$ cat src/rtl/oric_mem_pkg.sv
// rtl/oric_mem_pkg.sv - shared types and defaults for the Oric main-RAM arbiter
package oric_mem_pkg;

    // Widest RAM address the tape path carries.
    localparam int TAPE_AW = 16;

    // Byte written to every RAM location while clearing after reset.
    localparam logic [7:0] FILL_DEFAULT = 8'h01;

    typedef enum logic {
        CLEAR = 1'b0,
        RUN   = 1'b1
    } ram_state_t;

    typedef struct packed {
        logic [TAPE_AW-1:0] addr;
        logic [7:0]         data;
    } tape_wr_t;

endpackage

$ cat src/rtl/oric_sync_fifo.sv
// rtl/oric_sync_fifo.sv - single-clock FIFO with show-ahead head and synchronous flush
module oric_sync_fifo #(
    parameter int W  = 24,
    parameter int AW = 3
) (
    input  logic          clk_sys,
    input  logic          flush,
    input  logic          push,
    input  logic [W-1:0]  push_data,
    input  logic          pop,
    output logic [W-1:0]  pop_data,
    output logic          full,
    output logic          empty,
    output logic [AW:0]   count
);

    localparam logic [AW:0] DEPTH = (AW+1)'(2**AW);

    logic [W-1:0]  mem [0:2**AW-1];
    logic [AW-1:0] wr_ptr;
    logic [AW-1:0] rd_ptr;
    logic          do_push;
    logic          do_pop;

    assign full     = (count == DEPTH);
    assign empty    = (count == '0);
    assign do_pop   = pop && !empty;
    // A pop in the same cycle frees a slot, so a push is legal even when full.
    assign do_push  = push && (!full || do_pop);
    assign pop_data = mem[rd_ptr];

    // Pointer and occupancy bookkeeping; flush empties the queue in one cycle.
    always_ff @(posedge clk_sys) begin
        if (flush) begin
            wr_ptr <= '0;
            rd_ptr <= '0;
            count  <= '0;
        end else begin
            if (do_push) wr_ptr <= wr_ptr + AW'(1);
            if (do_pop)  rd_ptr <= rd_ptr + AW'(1);
            if (do_push && !do_pop)
                count <= count + (AW+1)'(1);
            else if (do_pop && !do_push)
                count <= count - (AW+1)'(1);
        end
    end

    // Storage write; contents need no reset because count gates visibility.
    always_ff @(posedge clk_sys) begin
        if (do_push) mem[wr_ptr] <= push_data;
    end

endmodule

$ cat src/rtl/oric_ram_arbiter.sv
// rtl/oric_ram_arbiter.sv - clears main RAM after reset, then arbitrates CPU and tape writes onto one port
module oric_ram_arbiter
    import oric_mem_pkg::*;
#(
    parameter int         AW      = 16,
    parameter logic [7:0] FILL    = FILL_DEFAULT,
    parameter int         FIFO_AW = 3
) (
    input  logic          clk_sys,
    input  logic          RESET,
    input  logic [AW-1:0] cpu_ad,
    input  logic [7:0]    cpu_d,
    input  logic          cpu_cs,
    input  logic          cpu_we,
    output logic [7:0]    cpu_q,
    input  logic [AW-1:0] tape_addr,
    input  logic [7:0]    tape_dout,
    input  logic          tape_wr,
    output logic          tape_full,
    input  logic          tape_done_in,
    output logic          tape_done,
    output logic [AW-1:0] ram_a,
    output logic [7:0]    ram_d,
    output logic          ram_ce,
    output logic          ram_we,
    input  logic [7:0]    ram_q,
    output logic          clear_busy
);

    localparam logic [FIFO_AW:0] FIFO_DEPTH = (FIFO_AW+1)'(2**FIFO_AW);

    ram_state_t       state;
    logic [AW:0]      clr_cnt;
    logic [AW:0]      clr_next;
    logic             slot_cpu_rd;
    logic             rd_valid;
    logic             slot_fifo;
    logic             done_pending;
    logic             tape_overflow;

    logic [AW+7:0]    fifo_q;
    logic             fifo_full;
    logic             fifo_empty;
    logic [FIFO_AW:0] fifo_count;
    logic             fifo_pop;
    tape_wr_t         head;

    assign clr_next   = clr_cnt + (AW+1)'(1);
    assign head.addr  = TAPE_AW'(fifo_q[AW+7:8]);
    assign head.data  = fifo_q[7:0];
    // The queue only drains in RUN when the CPU leaves the port free.
    assign fifo_pop   = (state == RUN) && !cpu_cs && !fifo_empty;
    assign tape_full  = (fifo_count == FIFO_DEPTH);
    assign clear_busy = (state == CLEAR);
    assign tape_done  = done_pending && (state == RUN) && fifo_empty && !slot_fifo;

    oric_sync_fifo #(
        .W  (AW + 8),
        .AW (FIFO_AW)
    ) u_tape_fifo (
        .clk_sys   (clk_sys),
        .flush     (RESET),
        .push      (tape_wr),
        .push_data ({tape_addr, tape_dout}),
        .pop       (fifo_pop),
        .pop_data  (fifo_q),
        .full      (fifo_full),
        .empty     (fifo_empty),
        .count     (fifo_count)
    );

    // Clear sequencer and port arbitration into the registered RAM request stage.
    always_ff @(posedge clk_sys) begin
        if (RESET) begin
            state       <= CLEAR;
            clr_cnt     <= '0;
            ram_a       <= '0;
            ram_d       <= '0;
            ram_ce      <= 1'b0;
            ram_we      <= 1'b0;
            slot_cpu_rd <= 1'b0;
            slot_fifo   <= 1'b0;
        end else begin
            case (state)
                CLEAR: begin
                    ram_ce      <= 1'b1;
                    ram_we      <= 1'b1;
                    ram_a       <= clr_cnt[AW-1:0];
                    ram_d       <= FILL;
                    clr_cnt     <= clr_next;
                    slot_cpu_rd <= 1'b0;
                    slot_fifo   <= 1'b0;
                    // The counter MSB flips as the last address is issued.
                    if (clr_next[AW]) state <= RUN;
                end
                RUN: begin
                    if (cpu_cs) begin
                        ram_ce      <= 1'b1;
                        ram_we      <= cpu_we;
                        ram_a       <= cpu_ad;
                        ram_d       <= cpu_d;
                        slot_cpu_rd <= !cpu_we;
                        slot_fifo   <= 1'b0;
                    end else if (!fifo_empty) begin
                        ram_ce      <= 1'b1;
                        ram_we      <= 1'b1;
                        ram_a       <= head.addr[AW-1:0];
                        ram_d       <= head.data;
                        slot_cpu_rd <= 1'b0;
                        slot_fifo   <= 1'b1;
                    end else begin
                        ram_ce      <= 1'b0;
                        ram_we      <= 1'b0;
                        slot_cpu_rd <= 1'b0;
                        slot_fifo   <= 1'b0;
                    end
                end
                default: state <= CLEAR;
            endcase
        end
    end

    // Capture RAM read data only in the cycle after a CPU read slot reached the RAM.
    always_ff @(posedge clk_sys) begin
        if (RESET) begin
            rd_valid <= 1'b0;
            cpu_q    <= '0;
        end else begin
            rd_valid <= slot_cpu_rd;
            if (rd_valid) cpu_q <= ram_q;
        end
    end

    // Loader completion level and sticky record of bytes lost to a full queue.
    always_ff @(posedge clk_sys) begin
        if (RESET) begin
            done_pending  <= 1'b0;
            tape_overflow <= 1'b0;
        end else begin
            done_pending <= tape_done_in;
            if (tape_wr && fifo_full && !fifo_pop) tape_overflow <= 1'b1;
        end
    end

endmodule
$ cat config.mk
export PLATFORM = sky130hd
export DESIGN_NAME = oric_ram_arbiter
export DESIGN_NICKNAME = d
export VERILOG_FILES = /design/src/rtl/oric_mem_pkg.sv /design/src/rtl/oric_sync_fifo.sv /design/src/rtl/oric_ram_arbiter.sv
export SDC_FILE = /design/constraint.sdc
export NUM_CORES = 1
export LEC_CHECK = 0
export BUFFER_PORTS_ARGS = -buffer_cell sky130_fd_sc_hd__buf_2
export CAP_MARGIN = 20
export CORE_UTILIZATION = 50
export CTS_CLUSTER_DIAMETER = 100
export DETAILED_ROUTE_END_ITERATION = 12
export PLACE_DENSITY = 0.69
export SYNTH_ARGS = -nofsm -noshare
export SYNTH_HDL_FRONTEND = slang
export SYNTH_SLANG_ARGS = --single-unit
$ cat constraint.sdc
create_clock -name clk_sys -period 6.95 [get_ports clk_sys]
set_input_delay 2.085 -clock clk_sys [delete_from_list [all_inputs] [get_ports clk_sys]]
set_output_delay 2.085 -clock clk_sys [all_outputs]
set_load 0.03 [all_outputs]
### Word level (Yosys, flattened, before mapping)

Memories as Yosys holds them, arrays and structs flattened. A register that Yosys moved wholly into a read port is not among the register bits.
Cells that the tools add are included.

| storage, ports and cells | value |
|---|---|
| logic and storage cells | 65 |
| register bits | 66 |
| output and inout bits | 37 |
| RAM bits | 192 |
| memories | 1 |

Memory list:

| name | depth | bits a word | rd ports | clocked after memory_dff | wr ports | line | text |
|---|---|---|---|---|---|---|---|
| u_tape_fifo.mem | 8 | 24 | 1 | 1 | 1 | oric_sync_fifo.sv:19 | `logic [W-1:0] mem [0:2**AW-1];` |

| cells by class | value |
|---|---|
| equal/unequal tests | 2 |
| bitwise logic cells | 1 |
| reductions and logical operators | 19 |
| $add $sub $neg | 5 |
| multiplexer cells | 23 |

Operators with widths:

| kind | count |
|---|---|
| $mux W16 | 2 |
| $pmux W16 S2 | 1 |
| $add A17 B1 Y17 const B | 1 |
| $mux W8 | 2 |
| $pmux W8 S2 | 1 |
| $logic_and A1 B1 Y1 | 9 |
| $mux W1 | 9 |
| $mux W4 | 2 |
| $pmux W1 S2 | 4 |
| $logic_not A1 Y1 | 7 |
| $add A3 B1 Y3 const B | 2 |
| $mux W3 | 2 |
| $add A4 B1 Y4 const B | 1 |
| $eq A4 B4 Y1 const B | 1 |
| $logic_not A4 Y1 | 1 |
| $sub A4 B1 Y4 const B | 1 |
| $ne A3 B3 Y1 const B | 1 |
| $reduce_bool A2 Y1 | 1 |
| $logic_or A1 B1 Y1 | 1 |
| $not A1 Y1 | 1 |

### Logic depth before layout (Yosys ltp)

| depth | value |
|---|---|
| word-level depth | 10 |
| gate-level depth with buffers | 11 |

### Modules after synthesis

Synthesis repeated with hierarchy kept, for this count alone.

| second synthesis, totals | value |
|---|---|
| cell total of the unflattened synthesis | 661 |
| area, all modules | 10,402.5 um^2 |

By module, submodules not included:

| module | area each (um^2) | cells an instance | seq. area each (um^2) | instances |
|---|---|---|---|---|
| oric_sync_fifo | 7,865.0 | 349 | 6,025.8 | 1 |
| oric_ram_arbiter | 2,537.4 | 312 | 1,121.1 | 1 |

### Least setup slack after synthesis

Ideal clock, no wire load.

| path | value |
|---|---|
| path kind | input port to flip-flop |
| start point | input cpu_cs |
| end point | memory u_tape_fifo.mem[0][0], enable pin |
| setup time | 0.466 ns |
| arrival time | 4.975 ns |
| path buffers | 1 |
| path slack | 1.509 ns |
| cell stages on the path | 4 |
| path through | buf_2 nor2b_1 o21ai_4 nor4_1 |

| on the way | value |
|---|---|
| word-level cells in the longest chain between the ends | 8 |

Ends and longest elaborated chain:

| element | line | text |
|---|---|---|
| from (decl) | oric_ram_arbiter.sv:13 | `input logic cpu_cs,` |
| $logic_not A1 Y1 | oric_ram_arbiter.sv:52 | `assign fifo_pop = (state == RUN) && !cpu_cs && !fifo_empty;` |
| $logic_and A1 B1 Y1 (2 in a row) | oric_ram_arbiter.sv:52 |  |
| $logic_and A1 B1 Y1 | oric_sync_fifo.sv:27 | `assign do_pop = pop && !empty;` |
| $logic_or A1 B1 Y1 | oric_sync_fifo.sv:29 | `assign do_push = push && (!full \|\| do_pop);` |
| $logic_and A1 B1 Y1 | oric_sync_fifo.sv:29 |  |
| $mux W1 | oric_sync_fifo.sv:50 | `if (do_push) mem[wr_ptr] <= push_data;` |
| $mux W1 (not written as such) | oric_sync_fifo.sv:50 |  |
| to (decl) | oric_sync_fifo.sv:19 |  |

No other way between the ends.

### Worst setup path after layout

| path | value |
|---|---|
| start point | register state |
| end point | output clear_busy |

| on the way | value |
|---|---|
| word-level cells in the longest chain between the ends | 1 |

Ends and longest elaborated chain:

| element | line | text |
|---|---|---|
| from (decl) | oric_ram_arbiter.sv:32 | `ram_state_t state;` |
| from (signal assigned) | oric_ram_arbiter.sv:75 | `state <= CLEAR;` |
| from (signal assigned) | oric_ram_arbiter.sv:94 | `if (clr_next[AW]) state <= RUN;` |
| from (signal assigned) | oric_ram_arbiter.sv:118 | `default: state <= CLEAR;` |
| $not A1 Y1 | -- |  |
| to (decl) | oric_ram_arbiter.sv:27 | `output logic clear_busy` |

No other way between the ends.

==> impl_metrics.yaml <==
run_status:
  run_status: "finished, final reports clean"
sta:
  period_needed_ns: 4.34
  fmax_mhz: 231
  worstMarginPinSlew_ns: 0.939
  hold_violations: 0
  post-route-period-util: 0.624
  rsz0062_at_grt: "false"
  slew_headroom: 0.368
  fin_skew_ns: 0.00978
  layout_setup_ws_ns: 2.61
  final-setup-viol-count: 0
  finalMaxSlewViolations: 0
  fin_setup_tns_ns: 0
global_routing:
  track_usage: 0.208
  grt_max_degree: 70
  antenna_found_initial: 1
  grt-ovfl-total: 0
  first_global_vias: 6043
  grt_pass1_wl_um: 34300
clock_network:
  htreeDepth: 1
  cts_hold_buf: 0
  clk_latency_ns: 0.53
  numClockSinks: 261
  cts-buffers-inserted: 27
  clk_transition_reported_paths_ns: 0.06
  cts_root_buffer: "clkbuf_16"
  clockBufferDepth: 3
  cts_tree: "done"
  cts_resized: 0
  post_cts_buffers: 0
place:
  portBuffers: 98
  placed_cells: 999
  gp_congestion: 0.942
  placed_area_um2: 11100
  dp_slack_ns: 2.16
  hpwl_um: 13300
detailed_routing:
  wl_met3_um: 1300
  drt_iter0_markers: 327
  via_count: 6053
  drt_first_pass_iters: 5
  vias_per_cell: 5.79
  dr_wl_met2_um: 10100
  met1_length_um: 9420
  post_drt_wl_per_cell_um: 20.6
  drc_errors: 0
  routed.top_layer: "met5"
  drt_wl_total_um: 21600
  antenna_left: 0
floorplanning:
  die_y_um: 146
  start_util: 0.511
  dieArea_um2: 21300
  core-area_um2: 20300
  die_w_um: 146
  rows: 52
  ios: 99
critical_path:
  cp_cell_sequence: "clkinv_1 -> buf_2"
  max_stage_delay_ns: 0.67
  required_ns: 4.87
  cp-end-kind: "output pin"
  cp.arrival_ns: 2.25
  critPathLaunchType: "flop"
  slowest_stage: "dfxtp_1"
  crit_fanout: 19
  path_class: "flop to output pin"
layout:
  antennaDiodeCount: 0
  layout_commonest_cell: "edfxtp_1"
  area_delta_synth_final_pct: 15.8
  layoutNonFillerInstCount: 1046
  nets: 827
  drive_gt1_frac: 0.300
  stdcell_area_um2: 12000
  utilization: 0.592
  final_cell_mix: "edfxtp_1 (192), buf_2 (98), dfxtp_1 (66)"
  fillers: 1566
pwr:
  cellPowerDensity_nw_per_um2: 289
  vdd_drop_max_v: 0.000210
  p_leak_nw: 4.10
synthesis:
  synth-seq-cells: 261
  netlist_area_um2: 10400
  syn_nets: 727
  synth_edf_count: 192
  synth_ff_type: "edfxtp_1"
  syn_avg_cell_area_um2: 15.8
  ys_types: 50
  yosysSeqAreaShare: 0.689
  syn_inst: 658
  synth_warnings: 0
  async_flop_share: 0
min_path:
  hp-class: "flop to flop"
flow_run:
  cap_violations: 0
[kinds of logic after synthesis]
family | Yosys count | share of synthesized area
and+or+nand+nor | 134 | 0.0680
DFF | 261 | 0.689
muxes | 83 | 0.124
xor gates and xnor gates | 17 | 0.0144
buffers and inverters | 45 | 0.0212
adders and majority gates | 7 | 0.00917
AOI/OAI and AO/OA | 111 | 0.0737
[worst paths after layout]
| check | depth (start not counted) | endpoint | slack [ns] | startpoint |
|---|---|---|---|---|
| hold reg to reg | 1 | rd_valid | 0.46 | slot_cpu_rd |
| setup reg to reg | 10 | u_tape_fifo.count[3] | 3.96 | u_tape_fifo.count[0] |
| setup / recovery | 2 | clear_busy | 2.61 | state |
| hold / removal | 1 | rd_valid | 0.46 | slot_cpu_rd |
[routing by layer]
layer	GRT usage	vias to the layer above
li1	-	2771
met1	0.296	3034
met2	0.326	200
met3	0.0347	46
met4	0.0771	2
met5	0	-
[sequential cells by signal, indices dropped and copies added, names as in the netlist, named ones only]
name                cells
ram_we                  1
u_tape_fifo.rd_ptr      3
u_tape_fifo.mem       192
clr_cnt                17
state                   1
slot_cpu_rd             1
ram_ce                  1
u_tape_fifo.count       4
slot_fifo               1
done_pending            1
ram_d                   8
u_tape_fifo.wr_ptr      3
ram_a                  16
cpu_q                   8
rd_valid                1
[cells in the mapped netlist, types with 2 or more instances]
library cell  instances  share of area
edfxtp_1            192           0.56
dfxtp_1              69           0.13
nor2_1               49          0.018
mux4_2               34          0.074
mux2_2               27          0.029
a21oi_1              23          0.011
a211oi_1             22          0.016
mux2i_1              22          0.021
clkbuf_1             18         0.0065
nand2_1              18         0.0065
nor2b_1              16         0.0097
a22oi_1              14          0.010
buf_2                13         0.0063
o21ai_1              12         0.0058
nand2b_1             10         0.0060
xor2_1               10         0.0084
nand3_1               9         0.0043
o21ai_0               9         0.0043
a221o_1               7         0.0068
a221oi_1              7         0.0059
o311ai_0              7         0.0059
xnor2_1               7         0.0059
ha_1                  6         0.0072
nor3_1                6         0.0029
buf_4                 5         0.0036
a21o_1                4         0.0029
inv_1                 4         0.0014
nand4_1               4         0.0024
nor4_1                4         0.0024
or3_1                 4         0.0024
and3_1                3         0.0018
a31oi_1               2         0.0012
and2_1                2         0.0012
buf_6                 2         0.0022
o31ai_1               2         0.0014
[critical path, delay by kind of cell (launching register included)]
kind                   cells  cell delay (ns)
buffers and inverters      2             1.04
flip-flops                 1             0.67
[through the flow]
step,hold slack [ns],total power [mW]
3_3_place_gp,0.442,2.08
6_report,0.457,3.47
5_1_grt,0.474,3.59
2_1_floorplan,0.414,1.99
4_1_cts,0.453,3.50
3_5_place_dp,0.436,2.09
[area by class of cell]
cell class / instances / area, um2 / area share
sequential: 261 / 7150 / 0.595
multi-input combinational: 352 / 3040 / 0.254
clock buffer: 29 / 693 / 0.0577
timing repair buffer: 111 / 588 / 0.0490
tap: 270 / 338 / 0.0281
clock inverter: 18 / 175 / 0.0146
inverter: 5 / 18.8 / 0.00156
[power breakdown]
part / internal (mW) / switching (mW) / leakage [nW]
clock network: 0.829 / 0.576 / 0.424
logic: 0.107 / 0.179 / 1.38
registers: 1.74 / 0.0322 / 2.30
total: 2.68 / 0.787 / 4.10
No activity file was read; power rests on OpenSTA's default activity.
